<file path="config.mk">
export PLATFORM = sky130hd
export DESIGN_NAME = scrambler_frame_ctrl_flat
export DESIGN_NICKNAME = d
export VERILOG_FILES = /design/src/rtl/scrambler_pkg.sv /design/src/rtl/scrambler_frame_ctrl_if.sv /design/src/rtl/scrambler_step16.sv /design/src/rtl/scrambler_frame_ctrl.sv /design/src/flat_wrapper.sv
export SDC_FILE = /design/constraint.sdc
export NUM_CORES = 1
export LEC_CHECK = 0
export BUFFER_PORTS_ARGS = -buffer_cell sky130_fd_sc_hd__buf_2
export CAP_MARGIN = 10
export CORE_UTILIZATION = 51
export CTS_BUF_LIST = sky130_fd_sc_hd__clkbuf_4 sky130_fd_sc_hd__clkbuf_8 sky130_fd_sc_hd__clkbuf_16
export DETAILED_ROUTE_END_ITERATION = 6
export PLACE_DENSITY = 0.81
export SYNTH_ARGS = -nofsm -noshare
export SYNTH_HDL_FRONTEND = slang
export SYNTH_HIERARCHICAL = 1
export SYNTH_SLANG_ARGS = --single-unit
</file>
<file path="constraint.sdc">
create_clock -name clk -period 2.6 [get_ports clk]
set_input_delay 0.52 -clock clk [delete_from_list [all_inputs] [get_ports clk]]
set_output_delay 0.52 -clock clk [all_outputs]
set_load 0.02 [all_outputs]
</file>
<file path="src/rtl/scrambler_pkg.sv">
// Shared constants and types for the 127-bit, 16-bit-per-step scrambler.
//   STATE_W  : LFSR state width (fixed by the polynomial)
//   WORD_W   : bits consumed per step
//   TAP_LIST : state bits that also take the feedback bit
//   TAP_MASK : TAP_LIST as a bit mask
//   fsm_state_e : frame controller states
package scrambler_pkg;

    localparam int unsigned STATE_W = 127;
    localparam int unsigned WORD_W  = 16;
    localparam int unsigned N_TAPS  = 5;

    localparam int unsigned TAP_LIST [N_TAPS] = '{31, 38, 67, 68, 97};

    // Bit 0 is not part of the mask; it always takes the feedback bit xor data.
    localparam logic [STATE_W-1:0] TAP_MASK =
          (STATE_W'(1) << TAP_LIST[0])
        | (STATE_W'(1) << TAP_LIST[1])
        | (STATE_W'(1) << TAP_LIST[2])
        | (STATE_W'(1) << TAP_LIST[3])
        | (STATE_W'(1) << TAP_LIST[4]);

    typedef enum logic [1:0] {
        IDLE = 2'd0,
        RUN  = 2'd1,
        DONE = 2'd2
    } fsm_state_e;

endpackage

</file>
<file path="src/rtl/scrambler_frame_ctrl_if.sv">
// Word-stream and signature handshakes of the frame controller.
//   in_valid/in_ready/in_data/in_last : word stream from the framer
//   sig_valid/sig_ready/sig_data/sig_len/sig_err : signature to the checker
//   master : framer + checker side; slave : frame controller side
interface scrambler_frame_ctrl_if #(
    parameter int unsigned CNT_W = 11
) ();

    logic                                in_valid;
    logic                                in_ready;
    logic [scrambler_pkg::WORD_W-1:0]    in_data;
    logic                                in_last;
    logic                                sig_valid;
    logic                                sig_ready;
    logic [scrambler_pkg::STATE_W-1:0]   sig_data;
    logic [CNT_W-1:0]                    sig_len;
    logic                                sig_err;

    modport master (
        output in_valid, in_data, in_last, sig_ready,
        input  in_ready, sig_valid, sig_data, sig_len, sig_err
    );

    modport slave (
        input  in_valid, in_data, in_last, sig_ready,
        output in_ready, sig_valid, sig_data, sig_len, sig_err
    );

endinterface

</file>
<file path="src/rtl/scrambler_step16.sv">
// Combinational 16-bit step of the 127-bit LFSR; word bit 0 is applied first.
//   state_i      : current state
//   word_i       : data word
//   next_state_c : state after all WORD_W bits
module scrambler_step16
    import scrambler_pkg::*;
(
    input  logic [STATE_W-1:0] state_i,
    input  logic [WORD_W-1:0]  word_i,
    output logic [STATE_W-1:0] next_state_c
);

    // Unrolled chain of single-bit steps.
    always_comb begin
        logic [STATE_W-1:0] s;
        logic [WORD_W-1:0]  w;
        logic               msb;
        s   = state_i;
        w   = word_i;
        msb = 1'b0;
        for (int unsigned i = 0; i < WORD_W; i++) begin
            msb = s[STATE_W-1];
            s   = {s[STATE_W-2:0], w[0] ^ msb} ^ (TAP_MASK & {STATE_W{msb}});
            w   = w >> 1;
        end
        next_state_c = s;
    end

endmodule

</file>
<file path="src/rtl/scrambler_frame_ctrl.sv">
// Frame sequencer: seeds the LFSR, steps it once per accepted word and
// presents the final state, word count and length-error flag as a signature.
//   clk, rst  : clock, asynchronous active-low reset
//   start     : begin a frame with seed (IDLE only)
//   seed      : initial LFSR state
//   abort     : drop the current frame from any state
//   busy      : high in RUN and DONE
//   bus       : word stream in, signature out (slave side)
module scrambler_frame_ctrl
    import scrambler_pkg::*;
#(
    parameter int unsigned MAX_WORDS = 1024,
    parameter int unsigned CNT_W     = 11
) (
    input  logic                clk,
    input  logic                rst,
    input  logic                start,
    input  logic [STATE_W-1:0]  seed,
    input  logic                abort,
    output logic                busy,
    scrambler_frame_ctrl_if.slave bus
);

    fsm_state_e         state_q, state_d;
    logic [STATE_W-1:0] lfsr_q, lfsr_d;
    logic [CNT_W-1:0]   cnt_q, cnt_d;
    logic               err_q, err_d;
    logic               in_ready_q, in_ready_d;
    logic               sig_valid_q, sig_valid_d;
    logic               busy_q, busy_d;

    logic [STATE_W-1:0] step_c;
    logic [CNT_W-1:0]   cnt_inc;
    logic               accept;

    scrambler_step16 u_step (
        .state_i      (lfsr_q),
        .word_i       (bus.in_data),
        .next_state_c (step_c)
    );

    // Next-state, datapath updates and registered handshake decodes.
    always_comb begin
        state_d     = state_q;
        lfsr_d      = lfsr_q;
        cnt_d       = cnt_q;
        err_d       = err_q;
        cnt_inc     = cnt_q + CNT_W'(1);
        accept      = bus.in_valid & in_ready_q;

        if (abort) begin
            state_d = IDLE;
        end else begin
            case (state_q)
                IDLE: begin
                    if (start) begin
                        lfsr_d  = seed;
                        cnt_d   = '0;
                        err_d   = 1'b0;
                        state_d = RUN;
                    end
                end
                RUN: begin
                    if (accept) begin
                        lfsr_d = step_c;
                        cnt_d  = cnt_inc;
                        // in_last takes precedence over hitting the limit.
                        if (bus.in_last) begin
                            err_d   = 1'b0;
                            state_d = DONE;
                        end else if (cnt_inc == CNT_W'(MAX_WORDS)) begin
                            err_d   = 1'b1;
                            state_d = DONE;
                        end
                    end
                end
                DONE: begin
                    if (bus.sig_ready) begin
                        state_d = IDLE;
                    end
                end
                default: state_d = IDLE;
            endcase
        end

        // Handshake outputs are flops decoded from the next state.
        in_ready_d  = (state_d == RUN);
        sig_valid_d = (state_d == DONE);
        busy_d      = (state_d != IDLE);
    end

    // State and datapath registers.
    always_ff @(posedge clk or negedge rst) begin
        if (!rst) begin
            state_q     <= IDLE;
            lfsr_q      <= '0;
            cnt_q       <= '0;
            err_q       <= 1'b0;
            in_ready_q  <= 1'b0;
            sig_valid_q <= 1'b0;
            busy_q      <= 1'b0;
        end else begin
            state_q     <= state_d;
            lfsr_q      <= lfsr_d;
            cnt_q       <= cnt_d;
            err_q       <= err_d;
            in_ready_q  <= in_ready_d;
            sig_valid_q <= sig_valid_d;
            busy_q      <= busy_d;
        end
    end

    assign bus.in_ready  = in_ready_q;
    assign bus.sig_valid = sig_valid_q;
    assign bus.sig_data  = lfsr_q;
    assign bus.sig_len   = cnt_q;
    assign bus.sig_err   = err_q;
    assign busy          = busy_q;

endmodule

</file>
<file path="src/flat_wrapper.sv">
// flat-port wrapper written by rule: the top's interface ports become plain ports
module scrambler_frame_ctrl_flat import scrambler_pkg::*;
#(
    parameter int unsigned MAX_WORDS = 1024,
    parameter int unsigned CNT_W     = 11
)
  (clk, rst, start, seed, abort, busy, bus_in_valid, bus_in_data, bus_in_last, bus_sig_ready, bus_in_ready, bus_sig_valid, bus_sig_data, bus_sig_len, bus_sig_err);
  scrambler_frame_ctrl_if #(.CNT_W(CNT_W)) bus_i ();
  input  logic clk;
  input  logic rst;
  input  logic start;
  input  logic [STATE_W-1:0] seed;
  input  logic abort;
  output logic busy;
  input wire logic [$bits(bus_i.in_valid)-1:0] bus_in_valid;
  input wire logic [$bits(bus_i.in_data)-1:0] bus_in_data;
  input wire logic [$bits(bus_i.in_last)-1:0] bus_in_last;
  input wire logic [$bits(bus_i.sig_ready)-1:0] bus_sig_ready;
  output wire logic [$bits(bus_i.in_ready)-1:0] bus_in_ready;
  output wire logic [$bits(bus_i.sig_valid)-1:0] bus_sig_valid;
  output wire logic [$bits(bus_i.sig_data)-1:0] bus_sig_data;
  output wire logic [$bits(bus_i.sig_len)-1:0] bus_sig_len;
  output wire logic [$bits(bus_i.sig_err)-1:0] bus_sig_err;
  assign bus_i.in_valid = bus_in_valid;
  assign bus_i.in_data = bus_in_data;
  assign bus_i.in_last = bus_in_last;
  assign bus_i.sig_ready = bus_sig_ready;
  assign bus_in_ready = bus_i.in_ready;
  assign bus_sig_valid = bus_i.sig_valid;
  assign bus_sig_data = bus_i.sig_data;
  assign bus_sig_len = bus_i.sig_len;
  assign bus_sig_err = bus_i.sig_err;
  scrambler_frame_ctrl #(.MAX_WORDS(MAX_WORDS), .CNT_W(CNT_W)) u_core (.clk(clk), .rst(rst), .start(start), .seed(seed), .abort(abort), .busy(busy), .bus(bus_i));
endmodule
</file>
==> impl_metrics.yaml <==
worst_setup_path:
  end_kind: "flip-flop"
  crit_chain: "ha_1 -> nand2_1 -> nor3_1 -> mux2_2 -> or2_1 -> a211o_1"
  max_stage_delay_ps: 440
  crit_arrival_ps: 2550
  crit_path_start_kind: "flip-flop"
  crit_type: "reg -> reg"
  critPathTopFamily: "simple AND/OR/NAND/NOR gates"
  worstPathMaxFanout: 7
  cp_slowest_cell: "dfrtp_1"
  crit_buf_inv: 0
  critPathRequiredTime_ps: 2900
yosys:
  ys_seq_elements: 144
  synth.area.top_cells: "dfrtp_1 43%, mux2i_1 15%, o21ai_0 8.3%"
  synth_top_area_cell: "dfrtp_1"
  synth_compound_area_frac: 0.104
  ys_types: 40
  synth_common_cells: "144 x dfrtp_1, 138 x o21ai_0, 136 x nand2_1"
  synthArstFlopShare: 1.00
  yosysMostFrequentCell: "dfrtp_1"
  synth_top_family_by_area: "multiplexers"
  synth_edf_count: 0
  synth_fa_ha_area_frac: 0.00151
  synthMuxAreaShare: 0.156
  synthesis.nets: 949
  yosys_warnings: 6
  synthCells: 798
  syn-cell-area_um2: 8310
  synth_top_area_frac: 0.434
  synth_top_flop_cell: "dfrtp_1"
  synth_simple_gate_area_frac: 0.0863
  synth_xor_area_frac: 0.121
  synth.avg_cell_area_um2: 10.4
  yosysSeqAreaShare: 0.434
floorplan:
  core_um2: 15900
  rows: 46
  die_y_um: 130
  io_pins: 292
  fp.dieArea_um2: 16800
  die_w_um: 130
  initial_core_util: 0.523
sta:
  fin_crit_ps: 2250
  worst_pin_slew_ps: 678
  fin_crit_sh: 0.864
  slew_viol_final: 0
  slew_headroom: 0.548
  rsz0062_at_grt: "false"
  final.setup.tns_ps: 0
  setup_viol: 0
  hold_violations: 0
  fmax_ghz: 0.445
  skew_ps: 9.10
grt:
  grt_pass1_vias: 6220
  grt_usage: 0.293
  grt_pass1_wl_mm: 35.4
  antenna_found_initial: 3
  grt_start_max_net_pins: 134
  grt-ovfl-total: 0
cts:
  cts_setup_buffers: 0
  htreeDepth: 4
  cts_made_buffers: 17
  clock_latency_ps: 420
  cts_tree: "built"
  clock_path_buffers: 2
  path_clk_slew_ps: 60
  cts-resized-gates: 0
  hold_buffers: 0
  cts.sinks: 144
  clockRootBuffer: "clkbuf_16"
placed_design:
  place_congestion: 0.871
  place_inst: 1207
  place_hpwl_mm: 18.2
  dpl_cell_area_um2: 9470
  port_buffers: 291
finish:
  fin_area_um2: 10200
  nNetsFinal: 1161
  syn_to_final_growth_pct: 22.2
  drive_above_1_share: 0.342
  stdcell_count: 1240
power:
  power.leakage_nw: 5.40
  p_per_area_nw_per_um2: 1110
  ir_worst_vdd_uv: 484
drt:
  drtIter0Drc: 407
  vias_per_cell: 5.38
  postRouteAntennaNets: 0
  first_pass_iters: 6
  routed_wl_mm: 24.9
  vias: 6667
  drc: 0
  routedWlPerCell_um: 20.1
outcome:
  status: "finished clean"
flow_run:
  cap_violations: 0
min_path:
  hp-class: "in -> async"
[logic make-up (layout without fill, tap and decap cells)]
family          count (synthesis)  in the layout
buf+inv                       117            342
fa+ha+maj                       1              1
compound gates                161            161
flops                         144            144
other cells                     0              1
simple gates                  172            172
xor+xnor                       74             74
mux                           129            129
[state kept, by name, indices dropped and copies added, names as in the netlist]
signal / count
u_core/bus.sig_data: 127
u_core/bus.sig_len: 11
u_core/state_q: 2
u_core/bus.in_ready: 1
u_core/bus.sig_err: 1
u_core/bus.sig_valid: 1
u_core/busy: 1
[per-layer routing]
metal | share of wire | vias to the layer above | GRT usage
met2 | 0.48 | 312 | 0.478
met1 | 0.41 | 3198 | 0.365
met4 | 0.026 | 4 | 0.116
li1 | - | 3104 | -
met3 | 0.085 | 49 | 0.0879
met5 | 0.0011 | - | 0
[cell type report]
type | instances | area, um^2
fillers | 1294 | 5730
multi-input cells | 537 | 3920
flip-flops and latches | 144 | 3600
repair buffers | 310 | 1680
clock buffers | 24 | 509
well taps | 216 | 270
clock inverters | 8 | 173
diodes | 1 | 2.50
[placed cells by master (no fill, tap or decap), types with 2 or more instances in the layout]
cell type	netlist	final
buf_2	28	290
and3_1	3	3
nor3_1	2	2
xor2_1	49	49
buf_4	57	13
nand4_1	2	2
nand3_1	4	4
bufinv_16	0	5
buf_12	0	6
a31oi_1	2	2
o31ai_1	7	7
a21o_2	2	2
o21bai_1	2	2
nand2b_1	2	2
nor2b_1	4	3
clkbuf_8	0	5
a211o_1	2	2
nor2_1	10	10
nand2_1	136	136
xor3_1	24	24
clkbuf_16	0	17
o41ai_1	2	2
clkbuf_4	0	2
o21ai_0	138	138
or3b_2	2	2
mux2i_1	128	128
dfrtp_1	144	144
[power breakdown]
group	leakage (nW)	switching, mW	internal [mW]
Sequential	1.82	1.07	2.96
Clock	0.338	0.951	1.86
Combinational	3.24	2.45	1.97
Total	5.40	4.47	6.79
[path summary, 6_finish.rpt]
kind                                                       from                                    to  slack (ps)  cells past startpoint
min                                                         rst  u_core/bus.sig_data[122]$_DFFE_PN0P_          40                      1
max reg2reg                   u_core/bus.sig_len[0]$_DFFE_PN0P_                 u_core/busy$_DFF_PN0_         350                      6
min reg2reg                u_core/bus.sig_data[101]$_DFFE_PN0P_  u_core/bus.sig_data[101]$_DFFE_PN0P_         500                      2
min in group clk                                       seed[14]   u_core/bus.sig_data[14]$_DFFE_PN0P_         390                      3
max                           u_core/bus.sig_len[0]$_DFFE_PN0P_                 u_core/busy$_DFF_PN0_         350                      6
max in group asynchronous                                   rst   u_core/bus.sig_data[50]$_DFFE_PN0P_        1820                      2
[through the flow]
step | hold slack (ps) | util | setup slack, ps | power (mW)
after floorplan | 224 | - | 417 | 7.18
after global placement | 477 | 0.596 | 475 | 8.35
after detailed placement | 487 | 0.596 | 397 | 8.46
after CTS | 42.0 | 0.639 | 379 | 11.3
after global routing | 59.4 | 0.639 | 210 | 11.8
final | 38.4 | 0.639 | 355 | 11.3
Note: power is estimated with default switching activity, not from simulation.
